--- config.mk ---
export PLATFORM = sky130hd
export DESIGN_NAME = hex_scan_driver
export DESIGN_NICKNAME = d
export VERILOG_FILES = /design/src/rtl/hex_scan_driver.sv
export SDC_FILE = /design/constraint.sdc
export NUM_CORES = 1
export LEC_CHECK = 0
export BUFFER_PORTS_ARGS = -buffer_cell sky130_fd_sc_hd__buf_4
export CAP_MARGIN = 20
export CORE_MARGIN = 5
export CORE_UTILIZATION = 40
export CTS_CLUSTER_DIAMETER = 100
export DETAILED_ROUTE_END_ITERATION = 10
export PLACE_DENSITY = 0.77
export SYNTH_ARGS = -nofsm -noshare
export SYNTH_HDL_FRONTEND = slang
export SYNTH_SLANG_ARGS = --single-unit
--- constraint.sdc ---
create_clock -name clk -period 7.5 [get_ports clk]
set_input_delay 0.75 -clock clk [delete_from_list [all_inputs] [get_ports clk]]
set_output_delay 0.75 -clock clk [all_outputs]
set_load 0.005 [all_outputs]
--- src/rtl/hex_scan_driver.sv ---
// Eight-digit multiplexed common-anode seven-segment scanner with per-frame snapshot and anode guard.
// Optional leading-zero blanking is enabled by defining HEX_LZ_BLANK_EN.
module hex_scan_driver #(
   parameter int SCAN_DIV  = 50000,
   parameter int BLANK_CYC = 16
) (
   input  logic        clk,
   input  logic        rst,
   input  logic [31:0] hex0,
   input  logic [31:0] hex1,
   input  logic [31:0] hex2,
   input  logic [31:0] hex3,
   input  logic [31:0] hex4,
   input  logic [31:0] hex5,
   input  logic [31:0] hex6,
   input  logic [31:0] hex7,
   output logic [6:0]  seg_n,
   output logic        dp_n,
   output logic [7:0]  an_n,
   output logic        frame_done
);

   if (SCAN_DIV < BLANK_CYC + 2 || BLANK_CYC < 1) begin : g_param_check
      $error("hex_scan_driver: need SCAN_DIV >= BLANK_CYC+2 and BLANK_CYC >= 1");
   end

   localparam int DW = $clog2(SCAN_DIV);
   localparam logic [DW-1:0] DIV_LAST   = DW'(SCAN_DIV - 1);
   localparam logic [DW-1:0] BLANK_LAST = DW'(BLANK_CYC - 1);

   typedef enum logic {ST_BLANK, ST_DRIVE} state_t;

   typedef struct packed {
      logic [6:0] raw_seg;
      logic       raw;
      logic       blank;
      logic       dp;
      logic [3:0] nib;
   } digit_t;

   function automatic logic [6:0] decode(input logic [3:0] nib);
      case (nib)
         4'h0: decode = 7'h3F;
         4'h1: decode = 7'h06;
         4'h2: decode = 7'h5B;
         4'h3: decode = 7'h4F;
         4'h4: decode = 7'h66;
         4'h5: decode = 7'h6D;
         4'h6: decode = 7'h7D;
         4'h7: decode = 7'h07;
         4'h8: decode = 7'h7F;
         4'h9: decode = 7'h6F;
         4'hA: decode = 7'h77;
         4'hB: decode = 7'h7C;
         4'hC: decode = 7'h39;
         4'hD: decode = 7'h5E;
         4'hE: decode = 7'h79;
         default: decode = 7'h71;
      endcase
   endfunction

   logic [31:0] w_hex [8];
   digit_t      w_dig_in [8];
   logic [7:0]  w_unused;

   assign w_hex = '{hex0, hex1, hex2, hex3, hex4, hex5, hex6, hex7};

   // NOTE: every signal written in always_comb gets a value on every path, otherwise a latch is inferred.
   always_comb begin
      for (int i = 0; i < 8; i++) begin
         w_dig_in[i] = '{raw_seg: w_hex[i][14:8], raw: w_hex[i][6], blank: w_hex[i][5],
                         dp: w_hex[i][4], nib: w_hex[i][3:0]};
         w_unused[i] = ^{w_hex[i][31:15], w_hex[i][7]};
      end
   end

   logic [DW-1:0] r_div_cnt;
   logic [2:0]    r_dig;
   state_t        r_state;
   digit_t        r_shadow [8];
   logic [6:0]    r_seg_n;
   logic          r_dp_n;
   logic [7:0]    r_an_n;
   logic          r_frame_done;

   logic          w_slot_end;
   logic          w_wrap;
   digit_t        w_cur;
   logic          w_lz_cur;
   logic [6:0]    w_seg_on;

   assign w_slot_end = (r_div_cnt == DIV_LAST);
   assign w_wrap     = w_slot_end && (r_dig == 3'd7);
   assign w_cur      = r_shadow[r_dig];
   assign w_seg_on   = w_cur.raw ? w_cur.raw_seg : decode(w_cur.nib);

`ifdef HEX_LZ_BLANK_EN
   logic [7:0] r_lz;
   logic [7:0] w_lz_next;
   logic       w_lz_run;

   // Leading zeros run from digit 7 downward; digit 0 always stays visible.
   always_comb begin
      w_lz_next = '0;
      w_lz_run  = 1'b1;
      for (int i = 7; i >= 1; i--) begin
         w_lz_run     = w_lz_run & (w_dig_in[i].nib == 4'h0) & ~w_dig_in[i].raw & ~w_dig_in[i].dp;
         w_lz_next[i] = w_lz_run;
      end
   end

   always_ff @(posedge clk or negedge rst) begin
      if (!rst)        r_lz <= '0;
      else if (w_wrap) r_lz <= w_lz_next;
   end

   assign w_lz_cur = r_lz[r_dig];
`else
   assign w_lz_cur = 1'b0;
`endif

   // NOTE: sequential state uses non-blocking assignments so every register samples pre-edge values.
   always_ff @(posedge clk or negedge rst) begin
      if (!rst) begin
         r_div_cnt    <= '0;
         r_dig        <= '0;
         r_state      <= ST_BLANK;
         // NOTE: the shadow array is reset on purpose: the first frame after reset must show zeros.
         for (int i = 0; i < 8; i++) r_shadow[i] <= '0;
         r_seg_n      <= 7'h7F;
         r_dp_n       <= 1'b1;
         r_an_n       <= 8'hFF;
         r_frame_done <= 1'b0;
      end else begin
         if (w_slot_end) begin
            r_div_cnt <= '0;
            r_dig     <= r_dig + 3'd1;
         end else begin
            r_div_cnt <= r_div_cnt + 1'b1;
         end

         case (r_state)
            ST_BLANK: if (r_div_cnt == BLANK_LAST) r_state <= ST_DRIVE;
            default:  if (w_slot_end)              r_state <= ST_BLANK;
         endcase

         if (w_wrap) begin
            for (int i = 0; i < 8; i++) r_shadow[i] <= w_dig_in[i];
         end
         r_frame_done <= w_wrap;

         if (r_state == ST_BLANK) begin
            r_an_n  <= 8'hFF;
            r_seg_n <= 7'h7F;
            r_dp_n  <= 1'b1;
         end else begin
            r_an_n <= ~(8'b1 << r_dig);
            if (w_cur.blank || w_lz_cur) begin
               r_seg_n <= 7'h7F;
               r_dp_n  <= 1'b1;
            end else begin
               r_seg_n <= ~w_seg_on;
               r_dp_n  <= ~w_cur.dp;
            end
         end
      end
   end

   assign seg_n      = r_seg_n;
   assign dp_n       = r_dp_n;
   assign an_n       = r_an_n;
   assign frame_done = r_frame_done;

endmodule

[After elaboration in Yosys (flattened, before gate mapping)]
Memory sizes are Yosys's and may differ from the RTL's.
Cells that the tools add are included.
Storage, ports and cells
  register bits after elaboration: 149
  bits in read-only memories: 112
  input bits: 258
  output and inout bits: 17
  logic and storage cells: 73
  memories: 1
Operators by class
  $add $sub $neg: 2
  magnitude comparators: 1
  equality and inequality tests: 3
  shift operators: 1
  mux-type cells: 13
  bitwise gates (word level): 4
  reduce and logical (&&, ||, !) cells: 1
Memory list
  (no name shown): depth 16, bits a word 7, read ports 1, clocked after Yosys merged registers in 0, wr ports 0, line 42  | case (nib)
Operators with widths (count)
  binary-select mux 14 bit (select 3 bit): 1
  2-to-1 mux 14 bit: 2
  2-to-1 mux 7 bit: 3
  adder 16 x 1 -> 16 bit (second input constant): 1
  == test 16 bit (second input constant): 1
  == test 16 x 4 -> 1 bit (second input constant): 1
  2-to-1 mux 16 bit: 1
  2-to-1 mux 8 bit: 1
  NOT 8 bit: 1
  left shift 1 x 3 -> 8 bit (first input constant): 1
  NOT 7 bit: 1
  2-to-1 mux 1 bit: 5
  >= comparator 4 bit (second input constant): 1
  NOT 3 -> 4 bit: 1
  adder 3 x 1 -> 3 bit (second input constant): 1
  == test 3 bit (second input constant): 1
  logical AND 1 bit: 1
  NOT 1 bit: 1

[Longest topological paths before layout]
An unclocked memory read counts as a cell.
  depth after elaboration: 9
  depth in mapped cells: 10

[Least setup slack after synthesis]
No wires, ideal clock.
  path kind: register to register
  start point: register r_dig[1]
  end point: register r_seg_n[0] (netlist: seg_n[0])
  library setup time: 88 ps
  arrival time: 2526 ps
  setup slack: 4886 ps
  stages on the path, launching flop included: 10
  path buffers: 2
  period minus slack after synthesis: 2614 ps
  cell sequence: dfrtp_1 -> buf_6 -> buf_2 -> mux4_2 -> mux2i_1 -> inv_1 -> ha_1 -> mux2i_1 -> nor3_1 -> or3_1
Between the ends
  longest elaborated chain between the ends: 9
RTL lines
  start: declaration: line 78  | logic [2:0] r_dig;
  start signal: assignment: line 137  | r_dig <= r_dig + 3'd1;
  NOT 3 -> 4 bit (not written as such) *: line 94  | assign w_cur = r_shadow[r_dig];
  binary-select mux 14 bit (select 3 bit) *: line 94
  2-to-1 mux 14 bit (not written as such) * (2 in series): line 94
  memory (16 x 7 bit)
  2-to-1 mux 7 bit: line 95  | assign w_seg_on = w_cur.raw ? w_cur.raw_seg : decode(w_cur.nib);
  NOT 7 bit: line 162  | r_seg_n <= ~w_seg_on;
  2-to-1 mux 7 bit *: line 158  | if (w_cur.blank || w_lz_cur) begin
  2-to-1 mux 7 bit *: line 152  | if (r_state == ST_BLANK) begin
  end signal: assignment: line 162
  end: declaration: line 81  | logic [6:0] r_seg_n;
Mark *: on every way between the ends. The rest lies on a longest branch, timed or not. The select of a mux whose other input is x is not followed.
A chain may end at the register's enable or synchronous reset.

[Worst setup path after layout]
Ends and elaborated chain as after synthesis.

==> qor.csv <==
stage;metric;value;unit
outcome;status;complete, no violations;
placement;dp_hpwl;10.8;mm
grt;grt_pass1_wl;25.1;mm
final_layout;drive_above_1_share;42.8;%
timing;worst_clock_skew;8.43;ps
synthesis;synth-xor-area-share;1.81;%
synthesis;synth_common_cells;dfrtp_1, mux2_1, mux2_2;
pwr;p_comb_share;3.7;%
route;vias;4213;
setup_path;crit_arrival;3410;ps
setup_path;startpoint_type;flip-flop;
synthesis;synth_area_leaders;dfrtp_1, mux2_1, mux4_2;
job;max_cap_violations;0;
synthesis;async_reset_ff_share;100;%
cts;cts-root-buf;clkbuf_16;
final_layout;finalNetCount;865;
pwr;p_leak;4.18;nW
pwr;p_switching;0.363;mW
cts;cts_resized;0;
die;dieArea;19700;µm²
route;drt-total-wl;15.0;mm
synthesis;yosysMostFrequentCell;dfrtp_1;
synthesis;synth-compound-area-share;2.18;%
synthesis;avgSynthCellArea;14.6;µm²
cts;cts_hold_buf;0;
pwr;p_int;1.31;mW
worst_hold_path;hp-class;in -> async;
grt;grt_start_max_net_pins;95;
synthesis;yosys.area.top_type;dfrtp_1;
final_layout;final_cells;827;
route;wire_per_inst;18.1;µm
synthesis;synth.area.mux_share;29.7;%
grt;grt-ovfl-total;0;
grt;grt_pass1_vias;4721;
timing;timing.final.crit_period;3090;ps
synthesis;netlist_area;6790;µm²
timing;drv_slew;0;
setup_path;path_max_fanout;29;
timing;slew_headroom;37.1;%
route;drt_first_pass_iters;4;
cts;htreeDepth;4;
final_layout;diodes;0;
cts;clockBufferDepth;2;
die;core;16600;µm²
timing;worst_slew_pin_slew;940;ps
die;io_pins;275;
synthesis;ys_seq_area_share;55.2;%
route;vias_per_cell;5.09;
synthesis;yosysWarningCount;0;
die;fp-row-count;47;
synthesis;synth_top_family_by_area;multiplexers;
timing;period_share;41.2;%
route;ant_nets;0;
placement;dp.cells;795;
synthesis;synth-edff-count;0;
final_layout;fin_util;51.1;%
setup_path;end_kind;flip-flop;
synthesis;ys.flop_type;dfrtp_1;
synthesis;synthAdderAreaFrac;2.40;%
synthesis;synth-seq-cells;149;
route;drc_errors;0;
cts;clock-sinks;149;
cts;path_clk_slew;60;ps
placement;post-place-ws;4390;ps
synthesis;synthCells;466;
synthesis;yosys.area_share.simple;6.16;%
synthesis;synthDistinctLibCells;45;
pwr;clkPwrFrac;48.2;%
cts;cts_tree;done;
placement;port_buffers;130;
route;drt_iter0_markers;195;
grt;gr-usage-all-layers;16.1;%
die;die_width;140;µm
timing;final_hold_viol_count;0;
final_layout;area_growth;25.4;%
timing;finalSetupTns;0;ps
setup_path;criticalPathCategory;reg -> reg;
pwr;switching_share;21.7;%
pwr;powerDensity;197;nW/µm²
synthesis;syn_nets;737;
placement;place_congestion;0.835;
synthesis;synth.top_cell.area_share;49.1;%
die;die_h;140;µm
setup_path;cp.required;7820;ps
die;start_util;40.8;%
timing;setup_viol;0;
timing;rsz0062_at_grt;no;
timing;fin_ws;4410;ps
grt;antenna_found_initial;0;
cts;postCtsSetupBuffers;0;
cts;insertion_delay;420;ps
timing;fmax;0.324;GHz
cts;cts_made_buffers;17;
pwr;pwr-share-seq;48.1;%
pwr;peakVddDrop;0.148;mV
cell type report:
| type | count | area (µm²) |
|---|---|---|
| clock buffer | 19 | 443 |
| clock inverter | 13 | 124 |
| fill | 1391 | 8140 |
| inverter | 7 | 26.3 |
| multi-input combinational | 284 | 2870 |
| sequential | 149 | 3750 |
| tap | 220 | 275 |
| timing repair buffer | 135 | 1020 |
through the flow:
step / total power [mW] / cell area, µm² / hold WS, ps
after floorplan: 0.819 / 6790 / 424
after global placement: 0.881 / 7940 / 435
after detailed placement: 0.883 / 7940 / 447
after CTS: 1.69 / 8510 / 442
after global routing: 1.74 / 8510 / 489
final: 1.67 / 8510 / 415
metal layers:
| metal | GRT usage (%) | routed length [µm] |
|---|---|---|
| met1 | 21.2 | 6640 |
| met2 | 25.9 | 7280 |
| met3 | 4.87 | 879 |
| met4 | 4.74 | 185 |
| met5 | 0 | 0 |
cells in the final DEF (no fill, tap or decap), drive strengths merged, types with 4 or more instances in the layout:
| master | instances |
|---|---|
| nand2 | 29 |
| o21ai | 6 |
| nor2 | 12 |
| xnor2 | 8 |
| ha | 13 |
| nand3 | 18 |
| dfstp | 16 |
| buf | 135 |
| a21oi | 4 |
| and3 | 4 |
| inv | 11 |
| clkinvlp | 6 |
| mux2 | 115 |
| mux2i | 7 |
| clkbuf | 19 |
| dfrtp | 133 |
| mux4 | 28 |
| xor2 | 6 |
registers in the layout (all words and copies together) (netlist names):
name,flops
r_shadow,112
r_div_cnt,16
an_n,8
seg_n,7
r_dig,3
dp_n,1
frame_done,1
r_state,1
critical path, stage by stage, from the launching register on:
cell and delay, ps:
dfrtp_2 340, buf_4 430, mux4_2 610, mux2i_1 510, inv_1 180, ha_1 300, mux2i_1 150, nor3_1 60
or3_1 400
power groups by stage:
stage / combinational [mW] / sequential [mW] / clock (mW)
floorplan: 0.000529 / 0.819 / 0
global placement: 0.0624 / 0.819 / 0
detailed placement: 0.0638 / 0.819 / 0
CTS: 0.0639 / 0.804 / 0.824
global route: 0.0692 / 0.804 / 0.862
finish: 0.0619 / 0.804 / 0.807
worst paths after layout:
kind | slack [ps] | end | start | depth (start not counted)
hold / removal | 410 | r_shadow[3]$_DFFE_PN0P_ | rst | 1
max in group asynchronous | 5830 | r_dig[0]$_DFFE_PN0N_ | rst | 2
hold reg to reg | 450 | r_div_cnt[0]$_DFF_PN0_ | r_div_cnt[0]$_DFF_PN0_ | 1
min in group clk | 450 | r_div_cnt[0]$_DFF_PN0_ | r_div_cnt[0]$_DFF_PN0_ | 1
setup reg to reg | 4410 | seg_n[0]$_DFF_PN1_ | r_dig[1]$_DFFE_PN0N_ | 8
setup / recovery | 4410 | seg_n[0]$_DFF_PN1_ | r_dig[1]$_DFFE_PN0N_ | 8
kinds of logic after synthesis:
kind of cell	Yosys count
mux	150
flops	149
simple gates	85
buf+inv	33
compound gates	22
xor+xnor	14
fa+ha+maj	13
No activity file was read; power rests on OpenSTA's default activity.
